### src/rtl/rf_op_sequencer.sv
// Four-phase register-file operation sequencer: accept a command, read two
// operands, execute one 8-bit ALU op, write the result back.
module rf_op_sequencer (
    input  logic       Clk,
    input  logic       Rst,
    input  logic       cmd_valid,
    output logic       cmd_ready,
    input  logic [2:0] cmd_op,
    input  logic [2:0] cmd_rd,
    input  logic [2:0] cmd_rs,
    input  logic [2:0] cmd_rt,
    input  logic [7:0] cmd_imm,
    output logic [2:0] RX,
    output logic [2:0] RY,
    input  logic [7:0] busX,
    input  logic [7:0] busY,
    output logic       WEN,
    output logic [2:0] RW,
    output logic [7:0] busW,
    output logic       done,
    output logic [7:0] result,
    output logic       carry
);
    // Handshake: a command transfers on a rising edge where cmd_valid and
    // cmd_ready are both 1; cmd_ready is high only in IDLE and out of reset,
    // and the requester holds cmd_valid and the fields until that edge.

    typedef enum logic [1:0] {IDLE, READ, EXEC, WB} state_t;

    localparam logic [2:0] OP_ADD  = 3'b000;
    localparam logic [2:0] OP_SUB  = 3'b001;
    localparam logic [2:0] OP_AND  = 3'b010;
    localparam logic [2:0] OP_OR   = 3'b011;
    localparam logic [2:0] OP_XOR  = 3'b100;
    localparam logic [2:0] OP_SLTU = 3'b101;
    localparam logic [2:0] OP_LI   = 3'b110;
    localparam logic [2:0] OP_SHL  = 3'b111;

    state_t     state;
    state_t     state_next;
    logic [2:0] op_q;
    logic [7:0] imm_q;
    logic [7:0] op_a;
    logic [7:0] op_b;
    logic [7:0] alu_res;
    logic       alu_carry;
    logic [8:0] sum;

    always_ff @(posedge Clk) begin
        if (Rst) state <= IDLE;
        else     state <= state_next;
    end

    always_comb begin
        state_next = state;
        cmd_ready  = 1'b0;
        WEN        = 1'b0;
        done       = 1'b0;
        case (state)
            IDLE: begin
                cmd_ready = ~Rst;
                if (cmd_valid && !Rst) state_next = READ;
            end
            READ: state_next = EXEC;
            EXEC: state_next = WB;
            WB: begin
                // Gated by reset so a write is never issued while reset is held.
                WEN        = ~Rst;
                done       = ~Rst;
                state_next = IDLE;
            end
            default: state_next = IDLE;
        endcase
    end

    always_comb begin
        sum       = {1'b0, op_a} + {1'b0, op_b};
        alu_res   = 8'd0;
        alu_carry = 1'b0;
        case (op_q)
            OP_ADD:  begin alu_res = sum[7:0]; alu_carry = sum[8]; end
            OP_SUB:  begin alu_res = op_a - op_b; alu_carry = (op_a < op_b); end
            OP_AND:  alu_res = op_a & op_b;
            OP_OR:   alu_res = op_a | op_b;
            OP_XOR:  alu_res = op_a ^ op_b;
            OP_SLTU: alu_res = {7'd0, (op_a < op_b)};
            OP_LI:   alu_res = imm_q;
            OP_SHL:  alu_res = {op_a[6:0], 1'b0};
            default: alu_res = 8'd0;
        endcase
    end

    // RX/RY/RW are loaded at the accept edge, so they present the latched
    // addresses from READ onward and hold them until the next command.
    always_ff @(posedge Clk) begin
        if (Rst) begin
            op_q   <= 3'd0;
            imm_q  <= 8'd0;
            op_a   <= 8'd0;
            op_b   <= 8'd0;
            RX     <= 3'd0;
            RY     <= 3'd0;
            RW     <= 3'd0;
            busW   <= 8'd0;
            result <= 8'd0;
            carry  <= 1'b0;
        end else begin
            case (state)
                IDLE: begin
                    if (cmd_valid) begin
                        op_q  <= cmd_op;
                        imm_q <= cmd_imm;
                        RX    <= cmd_rs;
                        RY    <= cmd_rt;
                        RW    <= cmd_rd;
                    end
                end
                READ: begin
                    op_a <= busX;
                    op_b <= busY;
                end
                EXEC: begin
                    busW <= alu_res;
                    if (op_q == OP_ADD || op_q == OP_SUB) carry <= alu_carry;
                end
                WB: result <= busW;
                default: ;
            endcase
        end
    end

endmodule

### config.mk
export PLATFORM = sky130hd
export DESIGN_NAME = rf_op_sequencer
export DESIGN_NICKNAME = d
export VERILOG_FILES = /design/src/rtl/rf_op_sequencer.sv
export SDC_FILE = /design/constraint.sdc
export NUM_CORES = 1
export LEC_CHECK = 0
export ABC_AREA = 1
export BUFFER_PORTS_ARGS = -buffer_cell sky130_fd_sc_hd__buf_2
export CORE_MARGIN = 2
export CORE_UTILIZATION = 25
export DETAILED_ROUTE_END_ITERATION = 7
export GPL_ROUTABILITY_DRIVEN = 0
export PLACE_DENSITY_LB_ADDON = 0.08
export REMOVE_ABC_BUFFERS = 1
export SLEW_MARGIN = 20
export SYNTH_ARGS = -nofsm -noshare
export SYNTH_HDL_FRONTEND = slang
export SYNTH_SLANG_ARGS = --single-unit
### constraint.sdc
create_clock -name Clk -period 2.3 [get_ports Clk]
set_input_delay 0.46 -clock Clk [delete_from_list [all_inputs] [get_ports Clk]]
set_output_delay 0.46 -clock Clk [all_outputs]
set_load 0.01 [all_outputs]
# ---- Word level (Yosys, flattened, before mapping)
# Index checks and enable logic that the tools add are counted.
dict set report classes {
  order_cmp 1
  bitwise 4
  n_reduce_logical 7
  shifts 0
  div_mod_pow 0
  multipliers 0
  n_addsub 2
  eq_ne 11
  n_mux 6
}
# cell n
set op_table {}
lappend op_table {{8-bit case mux with 8 select lines} 1}
lappend op_table {{3-bit == test (second input constant)} 4}
lappend op_table {{8-bit by 8-bit adder with 9-bit output} 1}
lappend op_table {{8-bit AND} 1}
lappend op_table {{8-bit < comparator} 1}
lappend op_table {{8-bit bitwise OR} 1}
lappend op_table {{2-bit case mux with 4 select lines} 1}
lappend op_table {{8-bit subtractor} 1}
lappend op_table {{8-bit bitwise XOR} 1}
lappend op_table {{3-bit by 2-bit == test with 1-bit output (second input constant)} 2}
lappend op_table {{2-bit == test (second input constant)} 2}
lappend op_table {{2-bit AND reduction} 2}
lappend op_table {{3-bit by 1-bit == test with 1-bit output (second input constant)} 1}
lappend op_table {{3-bit logical NOT} 1}
lappend op_table {{2-bit by 1-bit == test with 1-bit output (second input constant)} 1}
lappend op_table {{2-bit logical NOT} 1}
lappend op_table {{1-bit 2-to-1 mux} 2}
lappend op_table {{2-bit 2-to-1 mux} 1}
lappend op_table {{2-bit != test (second input constant)} 1}
lappend op_table {{1-bit case mux with 2 select lines} 1}
lappend op_table {{1-bit logical AND} 1}
lappend op_table {{1-bit logical NOT} 1}
lappend op_table {{1-bit logical OR} 1}
lappend op_table {{1-bit inverter} 1}
dict set report totals {
  input_bits 39
  latchBits 0
  mem_bits_ro 0
  out_inout_bits 29
  ram_bits 0
  memories 0
  ff_bits 55
}

# ---- Depth between registers and ports, before layout
dict set report logic_depth {
  word_depth 4
  depth_mapped 13
  ltp_nobuf 12
}

# ---- Least setup slack after synthesis
# OpenSTA, ideal clock, no wires.
dict set report synth_timing {
  kind {register to register}
  from {register op_a[0]}
  to {register busW[6]}
  synth_period_minus_slack_ns 1.767
  path_slack_ns 0.533
  setup_time_ns 0.117
  arrival_ns 1.650
  n_path_buf 0
  path_stages_with_launch 13
  cell_sequence {dfxtp_1 -> inv_1 -> ha_1 -> fa_1 -> nand3b_1 -> nand2_1 -> nand2_1 -> nand2_1 -> nand2_1 -> nand3_1 -> nand3_1 -> nor2_1 -> nor2_1}
}
dict set report synth_via {
  elab_chain_cells 2
  word_cells_on_any_way 3
  classes_between {add/sub (2); mux (1)}
}
# item line_no
set synth_rtl {}
lappend synth_rtl {{start, declared} 43} ;# logic [7:0] op_a;
lappend synth_rtl {{start signal, assigned} 119} ;# op_a <= busX;
lappend synth_rtl {{8-bit subtractor / 8-bit by 8-bit adder with 9-bit output (equally long branches)} {82, 77}}
lappend synth_rtl {{8-bit case mux with 8 select lines (*)} 80} ;# case (op_q)
lappend synth_rtl {{end signal, assigned} 123} ;# busW <= alu_res;
lappend synth_rtl {{end, declared} 19} ;# output logic [7:0] busW,
# Mark *: on every way between the ends. The rest lies on a longest branch, timed or not.
# A chain may end at the register's enable or synchronous reset.

# ---- Worst setup path in the final report
dict set report layout_timing {
  from {register op_a[3]}
  to {register busW[6]}
}
# The elaborated chain is that of the path after synthesis.

==> impl_metrics.ini <==
[timing]
timing_hold_violations_final = 0
rsz0062_at_grt = false
final.min_clock_period_ps = 2002
clock_skew_ps = 3.956
hold_slack_ps = 402.6
setup_violations_final = 0
finalMaxSlewViolations = 0
period_utilization_pct = 87.06
worst_slew_margin_rel_pct = 67.27
timing.fmax_ghz = 0.4994
setup_total_negative_slack_ps = 0
max_slew.worst_pin.slew_ps = 487.9

[setup_path]
crit_path_max_fanout = 10
worst-endpoint-arrival_ps = 2200
worstSetupStartpointType = flip-flop
cp_data_required_time_ps = 2500
critPathKind = flip-flop to flip-flop
critical_path.endpoint_type = flip-flop

[clock_tree]
cts-hold-fix-buffers = 0
cts_inserted_buffers = 5
clk_latency_ps = 300
post-cts-setup-buffers = 0
tritoncts = built
post_cts_resize_count = 0
max-clock-path-buffers = 2
cts_sinks = 55
total_number_of_h_tree_levels = 2
clkSlewWorstSetupHoldPaths_ps = 70
cts.root.buffer_cell = sky130_fd_sc_hd__clkbuf_16

[layout]
area.sequential_mm2 = 0.001101
finalNetCount = 593
multi_input_area_mm2 = 0.001815
area.growth.synth_to_final_pct = 19.74
layout-drive-gt1-share_pct = 16.98
diodes = 0
fillCellCount = 1434

[synth]
async_flop_share_pct = 0
synth-main-ff-cell = sky130_fd_sc_hd__dfxtp_1
ys_ff_latch = 55
synth-compound-area-share_pct = 17.46
synth.mux.area_fraction_pct = 0
synth_area_leader_cell = sky130_fd_sc_hd__dfxtp_1
synth-adder-area-share_pct = 12.47
post_synth_instance_area_mm2 = 0.003232
synthCells = 464
postSynthAreaPerCell_um2 = 6.965
synth-edff-count = 0
synthMostInstantiatedCell = sky130_fd_sc_hd__nor2_1
synth.top_cells.by_area = sky130_fd_sc_hd__dfxtp_1, sky130_fd_sc_hd__ha_1, sky130_fd_sc_hd__nor2_1
synth_cell_types = 33
synthXorXnorAreaFrac_pct = 0.5420
yosysWarningCount = 0
synth-simple-area-share_pct = 25.71
synth_top_area_share_pct = 34.07
synth_sequential_area_ratio_pct = 34.07
synth_top_family_by_area = simple AND/OR/NAND/NOR gates
ys_top_cells_by_count = sky130_fd_sc_hd__nor2_1, sky130_fd_sc_hd__nand2_1, sky130_fd_sc_hd__dfxtp_1

[die]
core-area_mm2 = 0.01262
die_height_um = 117.7
dieWidth_um = 117.7
floorplan.initialDensity_pct = 25.61
rows = 41
fp.dieArea_mm2 = 0.01385
ioPinCount = 68

[global_routing]
grt_first_pass_wirelength_um = 15850
grt_util_all_layers_pct = 14.41
grt_start_max_net_pins = 50
grt_antenna_before_repair = 0
grt_overflow_total = 0
first_global_vias = 3139

[route]
via_count = 3137
postRouteAntennaNets = 0
routed_via_density = 4.507
drt_drc_violations_left = 0
avgRoutedWirePerCell_um = 13.90
pre_antenna_drt_iters = 4
routed_wirelength_um = 9677
first_iter_violations = 194

[power]
power_leakage_uw = 0.001845
power.density_cell_area_mw_per_mm2 = 1266
worst_vdd_ir_uv = 435.2

[flow_run]
cap_viol_max_count = 0

[worst_hold_path]
min-delay-path-class = input pin to flip-flop

[placed_design]
portBuffers = 67
hpwl_um = 7234

[outcome]
run_status = finished, final reports clean
[kinds of logic after synthesis]
kind of cell	after synthesis
AO/OA/AOI/OAI	108
XOR/XNOR	2
adder cells (fa/ha/maj)	31
buffers and inverters	77
flip-flops	55
AND/OR/NAND/NOR	191
[final cells by class]
cell class | instances | share of cell area, %
clock buffers | 7 | 3.686
clock inverters | 1 | 0.2263
inverters | 57 | 5.529
multi-input cells | 332 | 46.91
flip-flops and latches | 55 | 28.45
well taps | 172 | 5.561
repair buffers | 72 | 9.635
[power by group]
group          internal (µW)  leakage (µW)  switching (µW)
Sequential              1270      0.000452             253
Combinational            898       0.00132            1670
Clock                    437     0.0000741             368
Total                   2610       0.00184            2290
[stage by stage]
step | setup slack [ps] | instances | total power, µW | utilization (%) | instance area, µm²
after floorplan | 532.3 | 444 | 3296 | - | 3131
after global placement | 326.4 | 688 | 4129 | 29.47 | 3719
after detailed placement | 339.7 | 688 | 4126 | 29.47 | 3719
after CTS | 323.7 | 696 | 4971 | 30.67 | 3870
after global routing | 87.38 | 696 | 5400 | 30.67 | 3870
final | 297.5 | 696 | 4898 | 30.67 | 3870
[path summary, 6_finish.rpt]
path                             start                    to  slack [ps]  cells past startpoint
hold / removal               cmd_rs[0]    RX[0]$_SDFFE_PP0P_         400                      3
hold reg to reg     RW[0]$_SDFFE_PP0P_    RW[0]$_SDFFE_PP0P_         490                      2
setup reg to reg  op_a[3]$_SDFFE_PP0N_  busW[6]$_SDFFE_PP0P_         300                     11
setup / recovery  op_a[3]$_SDFFE_PP0N_  busW[6]$_SDFFE_PP0P_         300                     11
[worst max-delay path, stage by stage (launching register included)]
cell	delay (ps)
sky130_fd_sc_hd__dfxtp_1	390
sky130_fd_sc_hd__inv_1	80
sky130_fd_sc_hd__ha_1	490
sky130_fd_sc_hd__inv_1	150
sky130_fd_sc_hd__a21oi_1	210
sky130_fd_sc_hd__nand2_1	130
sky130_fd_sc_hd__nand2_1	90
sky130_fd_sc_hd__nand3_1	70
sky130_fd_sc_hd__nand3_1	90
sky130_fd_sc_hd__nand3_1	70
sky130_fd_sc_hd__nor2_1	90
sky130_fd_sc_hd__nor2_1	40
[flip-flops by register name, indices dropped and copies added, names as in the netlist]
name and cells:
RW 3, RY 3, RX 3, result 8
op_a 8, imm_q 8, op_b 8, state 2
busW 8, op_q 3, carry 1
[routing by layer]
layer	wire [µm]	GRT usage, %	up-vias
met3	395	3.052	12
met4	197	5.572	0
met1	4693	18.57	1428
li1	-	-	1627
met5	0	0	-
met2	4390	23.51	70
[cells in the final DEF, fill, tap and decap left out, types with 4 or more instances in the layout]
cell / instances
sky130_fd_sc_hd__clkbuf_16: 5
sky130_fd_sc_hd__nand2_1: 65
sky130_fd_sc_hd__a21oi_1: 43
sky130_fd_sc_hd__ha_1: 29
sky130_fd_sc_hd__o21ai_0: 53
sky130_fd_sc_hd__buf_2: 67
sky130_fd_sc_hd__inv_1: 51
sky130_fd_sc_hd__dfxtp_1: 55
sky130_fd_sc_hd__o22ai_1: 4
sky130_fd_sc_hd__inv_2: 4
sky130_fd_sc_hd__nand3_1: 31
sky130_fd_sc_hd__buf_4: 5
sky130_fd_sc_hd__nor2_1: 78
sky130_fd_sc_hd__nand4_1: 6
No activity file was read; power rests on OpenSTA's default activity.
